[src/rtl/trap_filter_cfg.sv]
// Trapezoidal shaper with pole-zero gain and runtime K/L/M/SHIFT; result 5 cycles after each accepted sample.
// in_ready is low while a reset/reconfig flush zeroes the delay line; the output side has no backpressure.
module trap_filter_cfg #(
  parameter int ADC_W     = 12,
  parameter int OUT_W     = 16,
  parameter int ACC_W     = 32,
  parameter int MAX_DEPTH = 64,
  parameter int M_W       = 8,
  parameter int DEF_K     = 2,
  parameter int DEF_L     = 4,
  parameter int DEF_M     = 0,
  parameter int DEF_SHIFT = 4
) (
  input  logic                       clk,
  input  logic                       reset,
  input  logic                       in_valid,
  input  logic [ADC_W-1:0]           in_data,
  output logic                       in_ready,
  input  logic                       cfg_load,
  input  logic [$clog2(MAX_DEPTH):0] cfg_k,
  input  logic [$clog2(MAX_DEPTH):0] cfg_l,
  input  logic [M_W-1:0]             cfg_m,
  input  logic [4:0]                 cfg_shift,
  output logic                       cfg_err,
  output logic                       out_valid,
  output logic [OUT_W-1:0]           out_data,
  output logic                       out_sat,
  output logic                       busy
);
  localparam int CW    = $clog2(MAX_DEPTH) + 1;
  localparam int DEPTH = MAX_DEPTH + 1;
  localparam logic [CW-1:0] LAST = CW'(MAX_DEPTH);
  localparam logic [CW-1:0] RING = CW'(DEPTH);
  localparam logic [CW:0]   MAXD = (CW+1)'(MAX_DEPTH);
  localparam logic signed [ACC_W-1:0] OMAX = {{(ACC_W-OUT_W+1){1'b0}}, {(OUT_W-1){1'b1}}};
  localparam logic signed [ACC_W-1:0] OMIN = ~OMAX;

  typedef enum logic {FLUSH, RUN} state_t;
  state_t state;

  logic [CW-1:0]           k_r, l_r, kl_r, wp, fcnt;
  logic [M_W-1:0]          m_r;
  logic [4:0]              sh_r;
  logic signed [ADC_W-1:0] dline [DEPTH];
  logic signed [ACC_W-1:0] x1, xk1, xl1, xkl1, d2, p3, md3, s4, y5;
  logic                    v1, v2, v3, v4, v5;
  logic                    accept, cfg_ok, dl_we;
  logic [CW-1:0]           dl_wa;
  logic signed [ADC_W-1:0] dl_wd;
  logic [CW:0]             cfg_sum;
  logic signed [ACC_W-1:0] m_ext;

  function automatic logic [CW-1:0] ring_sub(input logic [CW-1:0] a, input logic [CW-1:0] b);
    return (a >= b) ? (a - b) : (a + RING - b);
  endfunction

  function automatic logic signed [ACC_W-1:0] sx(input logic [ADC_W-1:0] v);
    return {{(ACC_W-ADC_W){v[ADC_W-1]}}, v};
  endfunction

  assign in_ready = (state == RUN);
  assign busy     = (state == FLUSH);
  assign accept   = in_valid && in_ready;
  assign cfg_sum  = {1'b0, cfg_k} + {1'b0, cfg_l};
  assign cfg_ok   = (cfg_k != '0) && (cfg_l >= cfg_k) && (cfg_sum <= MAXD);
  assign m_ext    = $signed({{(ACC_W-M_W){1'b0}}, m_r});

  // Flush zeroes one slot per cycle; in RUN each accepted sample lands at wp.
  assign dl_we = reset && (busy || accept);
  assign dl_wa = busy ? fcnt : wp;
  assign dl_wd = busy ? '0 : in_data;

  always_ff @(posedge clk) begin
    if (dl_we) dline[dl_wa] <= dl_wd;
  end

  always_ff @(posedge clk) begin
    if (!reset) begin
      state   <= FLUSH;
      fcnt    <= '0;
      wp      <= '0;
      k_r     <= CW'(DEF_K);
      l_r     <= CW'(DEF_L);
      kl_r    <= CW'(DEF_K + DEF_L);
      m_r     <= M_W'(DEF_M);
      sh_r    <= 5'(DEF_SHIFT);
      cfg_err <= 1'b0;
      {v1, v2, v3, v4, v5, out_valid} <= '0;
      p3       <= '0;
      s4       <= '0;
      out_data <= '0;
      out_sat  <= 1'b0;
    end else begin
      cfg_err   <= 1'b0;
      v1        <= accept;
      v2        <= v1;
      v3        <= v2;
      v4        <= v3;
      v5        <= v4;
      out_valid <= v5;
      if (accept) begin
        x1   <= sx(in_data);
        xk1  <= sx(dline[ring_sub(wp, k_r)]);
        xl1  <= sx(dline[ring_sub(wp, l_r)]);
        xkl1 <= sx(dline[ring_sub(wp, kl_r)]);
        wp   <= (wp == LAST) ? '0 : wp + CW'(1);
      end
      if (v1) d2 <= x1 - xk1 - xl1 + xkl1;
      if (v2) begin
        p3  <= p3 + d2;
        md3 <= m_ext * d2;
      end
      if (v3) s4 <= s4 + p3 + md3;
      if (v4) y5 <= s4 >>> sh_r;
      if (v5) begin
        if (y5 > OMAX) begin
          out_data <= OMAX[OUT_W-1:0];
          out_sat  <= 1'b1;
        end else if (y5 < OMIN) begin
          out_data <= OMIN[OUT_W-1:0];
          out_sat  <= 1'b1;
        end else begin
          out_data <= y5[OUT_W-1:0];
          out_sat  <= 1'b0;
        end
      end
      if (state == FLUSH) begin
        fcnt <= fcnt + CW'(1);
        if (fcnt == LAST) state <= RUN;
      end else if (cfg_load) begin
        if (cfg_ok) begin
          k_r   <= cfg_k;
          l_r   <= cfg_l;
          kl_r  <= cfg_sum[CW-1:0];
          m_r   <= cfg_m;
          sh_r  <= cfg_shift;
          state <= FLUSH;
          fcnt  <= '0;
          wp    <= '0;
          // Anything still in the pipe belongs to the old history and is dropped.
          {v1, v2, v3, v4, v5, out_valid} <= '0;
          p3 <= '0;
          s4 <= '0;
        end else begin
          cfg_err <= 1'b1;
        end
      end
    end
  end
endmodule

[config.mk]
export PLATFORM = sky130hd
export DESIGN_NAME = trap_filter_cfg
export DESIGN_NICKNAME = d
export VERILOG_FILES = /design/src/rtl/trap_filter_cfg.sv
export SDC_FILE = /design/constraint.sdc
export NUM_CORES = 2
export LEC_CHECK = 0
export CAP_MARGIN = 20
export CORE_MARGIN = 3
export CORE_UTILIZATION = 40
export DETAILED_ROUTE_END_ITERATION = 6
export HOLD_SLACK_MARGIN = 0.12
export PLACE_DENSITY = 0.63
export REMOVE_ABC_BUFFERS = 1
export SLEW_MARGIN = 5
export SYNTH_ARGS = -nofsm -noshare
export SYNTH_HDL_FRONTEND = slang
export SYNTH_SLANG_ARGS = --single-unit
[constraint.sdc]
create_clock -name clk -period 6.85 [get_ports clk]
set_input_delay 1.0275 -clock clk [delete_from_list [all_inputs] [get_ports clk]]
set_output_delay 1.0275 -clock clk [all_outputs]
set_load 0.03 [all_outputs]
Word level (Yosys, flattened, before mapping)
Memory sizes are Yosys's and may differ from the RTL's. A register that Yosys moved wholly into a read port is not among the register bits.
Cells that the tools add are included.

operators by class
  add/subtract/negate cells = 16
  $mul = 1
  order comparisons = 7
  eq/ne operators = 4
  shifts and indexed selects = 1
  mux-type cells = 49
  bitwise logic cells = 1
  reduce and logical (&&, ||, !) cells = 13

operator list
  operator                count
  $mux W32                8
  $add A32 B32 Y32        3
  $mux W7                 12
  $sub A7 B7 Y7           6
  $gt A32 B16 Y1 const B  1
  $lt A32 B16 Y1 const B  1
  $mul A9 B32 Y32         1
  $mux W16                2
  $sshr A32 B5 Y32        1
  $ge A7 B7 Y1            4
  $mux W1                 26
  $add A14 B12 Y15        1
  $add A7 B1 Y7 const B   2
  $eq A7 B7 Y1 const B    2
  $sub A13 B12 Y14        1
  $sub A12 B12 Y13        1
  $mux W12                1
  $reduce_and A2 Y1       5
  $add A7 B7 Y8           1
  $le A8 B7 Y1 const B    1
  $add A7 B7 Y7 const B   1
  $reduce_bool A7 Y1      1
  $reduce_and A3 Y1       2
  $logic_and A1 B1 Y1     4
  other kinds (4)         4

word-level totals
  register bits = 245
  RAM bits = 780
  output and inout bits = 21
  memories = 1

memories
  memory  words  width  read ports  clocked after Yosys merged registers in  wr ports  line  RTL
  dline   65     12     3           3                                        1         44    logic signed [ADC_W-1:0] dline [DEPTH];

Longest topological paths before layout
  depth in word-level cells = 6
  gate-level depth with buffers = 21

Worst setup path after synthesis
No wires, ideal clock.

  path type = reg-to-reg
  start = register m_r[0]
  end = register md3[24], data pin
  library setup time = 0.259 ns
  arrival time = 5.117 ns
  slack = 1.475 ns
  cell stages (with the launch flop) = 22
  buffers on the path = 1
  clock period less this slack = 5.375 ns
  path through = dfxtp_1 -> clkbuf_1 -> nand2_1 -> fa_1 -> inv_1 -> ha_1 -> ha_1 -> inv_1 -> fa_1 -> inv_1 -> ha_1 -> fa_1 -> a21o_1 -> a21oi_1 -> o21a_1 -> o31ai_1 -> o41a_1 -> a41o_1 -> or4_1 -> a31o_1 -> a21oi_1 -> xnor2_1

on the way
  word-level cells in the longest chain between the ends = 1

RTL lines
  what                      line  RTL
  start: declaration        42    logic [M_W-1:0] m_r;
  start signal: assignment  85    m_r <= M_W'(DEF_M);
  start signal: assignment  135   m_r <= cfg_m;
  $mul A9 B32 Y32           111   md3 <= m_ext * d2;
  end signal: assignment    111
  end: declaration          45    logic signed [ACC_W-1:0] x1, xk1, xl1, xkl1, d2, p3, md3, s4, y5;

Every way passes these cells.
A chain may end at the register's enable or synchronous reset.

Worst setup path after layout
  start = register wp[0]
  end = register xk1[1] (read register of dline), data pin

on the way
  word-level cells in the longest chain between the ends = 3
  elaborated cells on any way between the ends = 5
  those cells by class = add/sub (3); order compare (1); mux (1)

RTL lines
  what                      line  RTL
  start: declaration        41    logic [CW-1:0] k_r, l_r, kl_r, wp, fcnt;
  start signal: assignment  106   wp <= (wp == LAST) ? '0 : wp + CW'(1);
  $add A7 B7 Y7             54    return (a >= b) ? (a - b) : (a + RING - b);
  $sub A7 B7 Y7             54
  $mux W7 *                 54
  end: declaration          45

Mark *: on every way between the ends. The rest lies on a longest branch, timed or not.

==> results.md <==
* Reg2reg end: xk1[1]$_DFFE_PP_
* Post-DP Area at between 0.08 and 0.09 sq mm
* Most frequent cell after synthesis: nand2_1
* Core Box Area at 0.1914 sq mm
* Die height at 446.3 um
* Initial cell density of the core at 40.53%
* Die X at 446.3 um
* Storage element area at 0.02998 sq mm
* Commonest cells in the netlist: nand2_1, edfxtp_1, a21oi_1
* GR Overflow Total at 0
* Ratio of cells with drive above 1 in the final layout at between 15 and 20%
* Root buf cell: clkbuf_16
* Sw Share at 22.27%
* First-pass GRT wire length at 458200 um
* Vias in the first global route at 65940
* Comb power frac at 1.3%
* Post-synth top area cell: edfxtp_1
* Worst skew pair latency at 0.83 ns
* Final WL at 318500 um
* Area of the die at 0.1992 sq mm
* Worst r2r src: wp[0]$_SDFF_PN0_
* Slew margin rel. at 9.070%
* Max Clock Skew at 0.06335 ns
* Failing checks: DRC
* Count of final setup violators at 0
* Yosys reg bits at approximately 1000
* Post-route DRC at 64
* # H-tree levels at 3
* Hold WC Path Type: reg2reg
* Adder-cell share of the synthesized area at 7.156%
* Drt wl/cell at 31.49 um
* Site Rows at 160
* Initial antenna violation count at 15
* R2r worst-path depth at 11
* Fmax at 167.0 MHz
* Synth Area in Compound Gates at 21.99%
* Pwr/cell area at 160.0 mW/mm^2
* Async set or reset register ratio after synthesis at 0%
* Netlist Area Pre-Place at 0.07756 sq mm
* FILL cells at 17790
* Worst Tran Pin Value at approximately 1.4 ns
* Ys flop type: edfxtp_1
* Port bufs at 63
* Clock tree sinks at 1044
* CTS tree: yes
* Vias per Instance at 6.980
* Number of synthesized flops with an enable pin at 907
* Critical Path RT at roughly 7.4 ns
* Post-route minimum period at 5.989 ns
* Crit end category: register
* Total Routing Usage GR at approximately 31%
* Crit path launch type: register
* Clock Pin Slew Worst Setup and Hold Paths at 0.06 ns
* CTS resizes at 0
* Post-Synthesis Cells at 7670
* Int Power at 10.65 mW
* CP max FO at 24
* Non-Filler Instances at 10120
* Synth area leaders: edfxtp_1, mux2_2, nand2_1
* PnR worst setup slack at 0.8610 ns
* Largest net degree at the start of global routing at 165
* Hold Path Sink: v5$_SDFF_PN0_
* Final Util at 44.75%
* Syn_area_per_cell at 10.11 sq um
* Yosys top cell area share at 35.12%
* Number of setup buffers added after CTS at 0
* HP Start: v4$_SDFF_PN0_
* Final Hold Viols at 0
* RePlAce Congestion at 0.9823
* Sequential fraction of the synthesis area at about 39%
* Switch Pwr at 3.052 mW
* CP Data Arrival Time at 6.52 ns
* Synth Area in XOR/XNOR at 1.528%
* Largest family of logic cells by synthesized area: compound AO/OA/AOI/OAI gates
* Synth cell types at 81
* Initial drt markers at 12600
* Boundary pin count at 64
* Dpl ws at roughly 1 ns
* Hold path cells at 1
* Final #Nets at 7881
* HPWL Detailed at 200600 um
* R2R setup slack at 0.86 ns
* Clk buf depth at 3
* Clk pwr share at 48.8%
* Leakage at 32.25 nW
* Status: finished, violations left
* Vias at around 71000
* Mux share of post-synthesis cell area at between 15 and 20%
* Worst vdd ir at 0.2286 mV
* Hold Buf Count CTS at 0
* Synthesis Warnings at 0
* Fin. max-slew vios at 0
* Unrepaired setup endpoints after global routing: no
* Final period utilization at 87.43%
* Area of the multi-input gates at 0.04413 sq mm
* Post-DRT Antenna Nets at 0
* Placed insts at 9874
* Final instance area at 0.08565 sq mm
* Power Total at 13.70 mW
* Max cap viols at 0
* Register share of total power at 49.9%
* Area delta synth->final at 10.44%
* Post-synthesis simple-gate area fraction at 10.41%
* Setup Crit Path Kind: reg2reg
* DRT Pass-1 Iters at 7
* Num CTS Buffers at 119
## worst max-delay path, stage by stage, from the launching register on
cell,delay (ns)
dfxtp_1,0.50
inv_1,0.26
ha_1,0.86
nor2b_1,0.11
o21ai_1,0.31
a21o_1,0.66
mux2_2,0.50
nor2_4,1.01
a32oi_1,0.53
nand4_1,0.25
o211ai_1,0.31
a221o_1,0.41
## state kept, by name, summed over array words and instances, names as in the netlist, 8 cells and up
| register | count |
|---|---|
| y5 | 32 |
| p3 | 32 |
| xkl1 | 12 |
| xk1 | 12 |
| dline | 780 |
| d2 | 15 |
| m_r | 8 |
| x1 | 12 |
| s4 | 32 |
| xl1 | 12 |
| out_data | 16 |
| md3 | 32 |
## worst max-delay path by stage
stage,startpoint,end,slack (ns),cells past startpoint
4_1_cts,m_r[0]$_SDFFE_PN0P_,md3[24]$_DFFE_PP_,0.98,20
3_5_place_dp,m_r[1]$_SDFFE_PN0P_,md3[24]$_DFFE_PP_,0.98,20
6_report,wp[0]$_SDFF_PN0_,xk1[1]$_DFFE_PP_,0.86,11
5_1_grt,m_r[0]$_SDFFE_PN0P_,md3[30]$_DFFE_PP_,0.62,20
2_1_floorplan,wp[0]$_SDFF_PN0_,xkl1[0]$_DFFE_PP_,-22.52,9
3_3_place_gp,m_r[0]$_SDFFE_PN0P_,md3[24]$_DFFE_PP_,0.99,20
## kinds of logic (layout without fill, tap and decap cells)
family                     count (synthesis)  count (layout)
AOI/OAI and AO/OA                       2377            2377
xor gates and xnor gates                 132             132
adders and majority gates                347             347
buffers and inverters                    917             843
DFF                                     1044            1044
muxes                                   1020            1020
other                                      0               9
and+or+nand+nor                         1833            1833
## final cells by class
cell class / count / share of cell area (%)
antenna: 9 / 0.02629
clock buffer: 146 / 3.728
clock inverter: 80 / 0.9305
inverter: 271 / 1.188
multi-input combinational: 5709 / 51.52
sequential: 1044 / 35.00
tap: 2511 / 3.668
timing repair buffer: 346 / 3.932
## per-layer routing
layer | part of all wire, % | routed length, um | global-route usage [%]
met5 | 0.020 | 65 | 0
met4 | 7.7 | 24420 | 19.15
met3 | 15 | 46530 | 10.04
met2 | 41 | 131800 | 44.00
met1 | 36 | 115700 | 39.87
## cell usage in the layout (no fill, tap or decap), types with 63 or more instances in the layout
| cell type | n |
|---|---|
| nor3_1 | 71 |
| edfxtp_1 | 907 |
| mux2i_1 | 169 |
| a32oi_1 | 191 |
| a22oi_1 | 172 |
| xnor2_1 | 87 |
| buf_4 | 230 |
| mux2_1 | 156 |
| a222oi_1 | 96 |
| a21oi_1 | 675 |
| clkbuf_16 | 122 |
| o21ai_0 | 175 |
| inv_1 | 270 |
| a221o_1 | 204 |
| ha_1 | 184 |
| and2_1 | 64 |
| a221oi_1 | 325 |
| nor2_1 | 215 |
| mux2_2 | 635 |
| dfxtp_1 | 134 |
| o22ai_1 | 144 |
| nor2b_1 | 63 |
| nand3_1 | 151 |
| nand2_1 | 1021 |
| fa_1 | 161 |
## power groups by stage
stage | Sequential (mW) | Combinational (mW) | Clock [mW]
2_1_floorplan | 6.97 | 0.0729 | 0
3_3_place_gp | 6.98 | 0.170 | 0
3_5_place_dp | 6.98 | 0.170 | 0
4_1_cts | 6.84 | 0.172 | 6.71
5_1_grt | 6.84 | 0.185 | 6.98
6_report | 6.84 | 0.178 | 6.68
## per-stage QoR
stage          TNS (ns)  hold slack (ns)
2_1_floorplan   -551.61           0.4216
3_3_place_gp          0           0.4250
5_1_grt               0           0.4724
6_report              0           0.4550
3_5_place_dp          0           0.4413
4_1_cts               0           0.4558
Power figures use the tool's default switching activity.
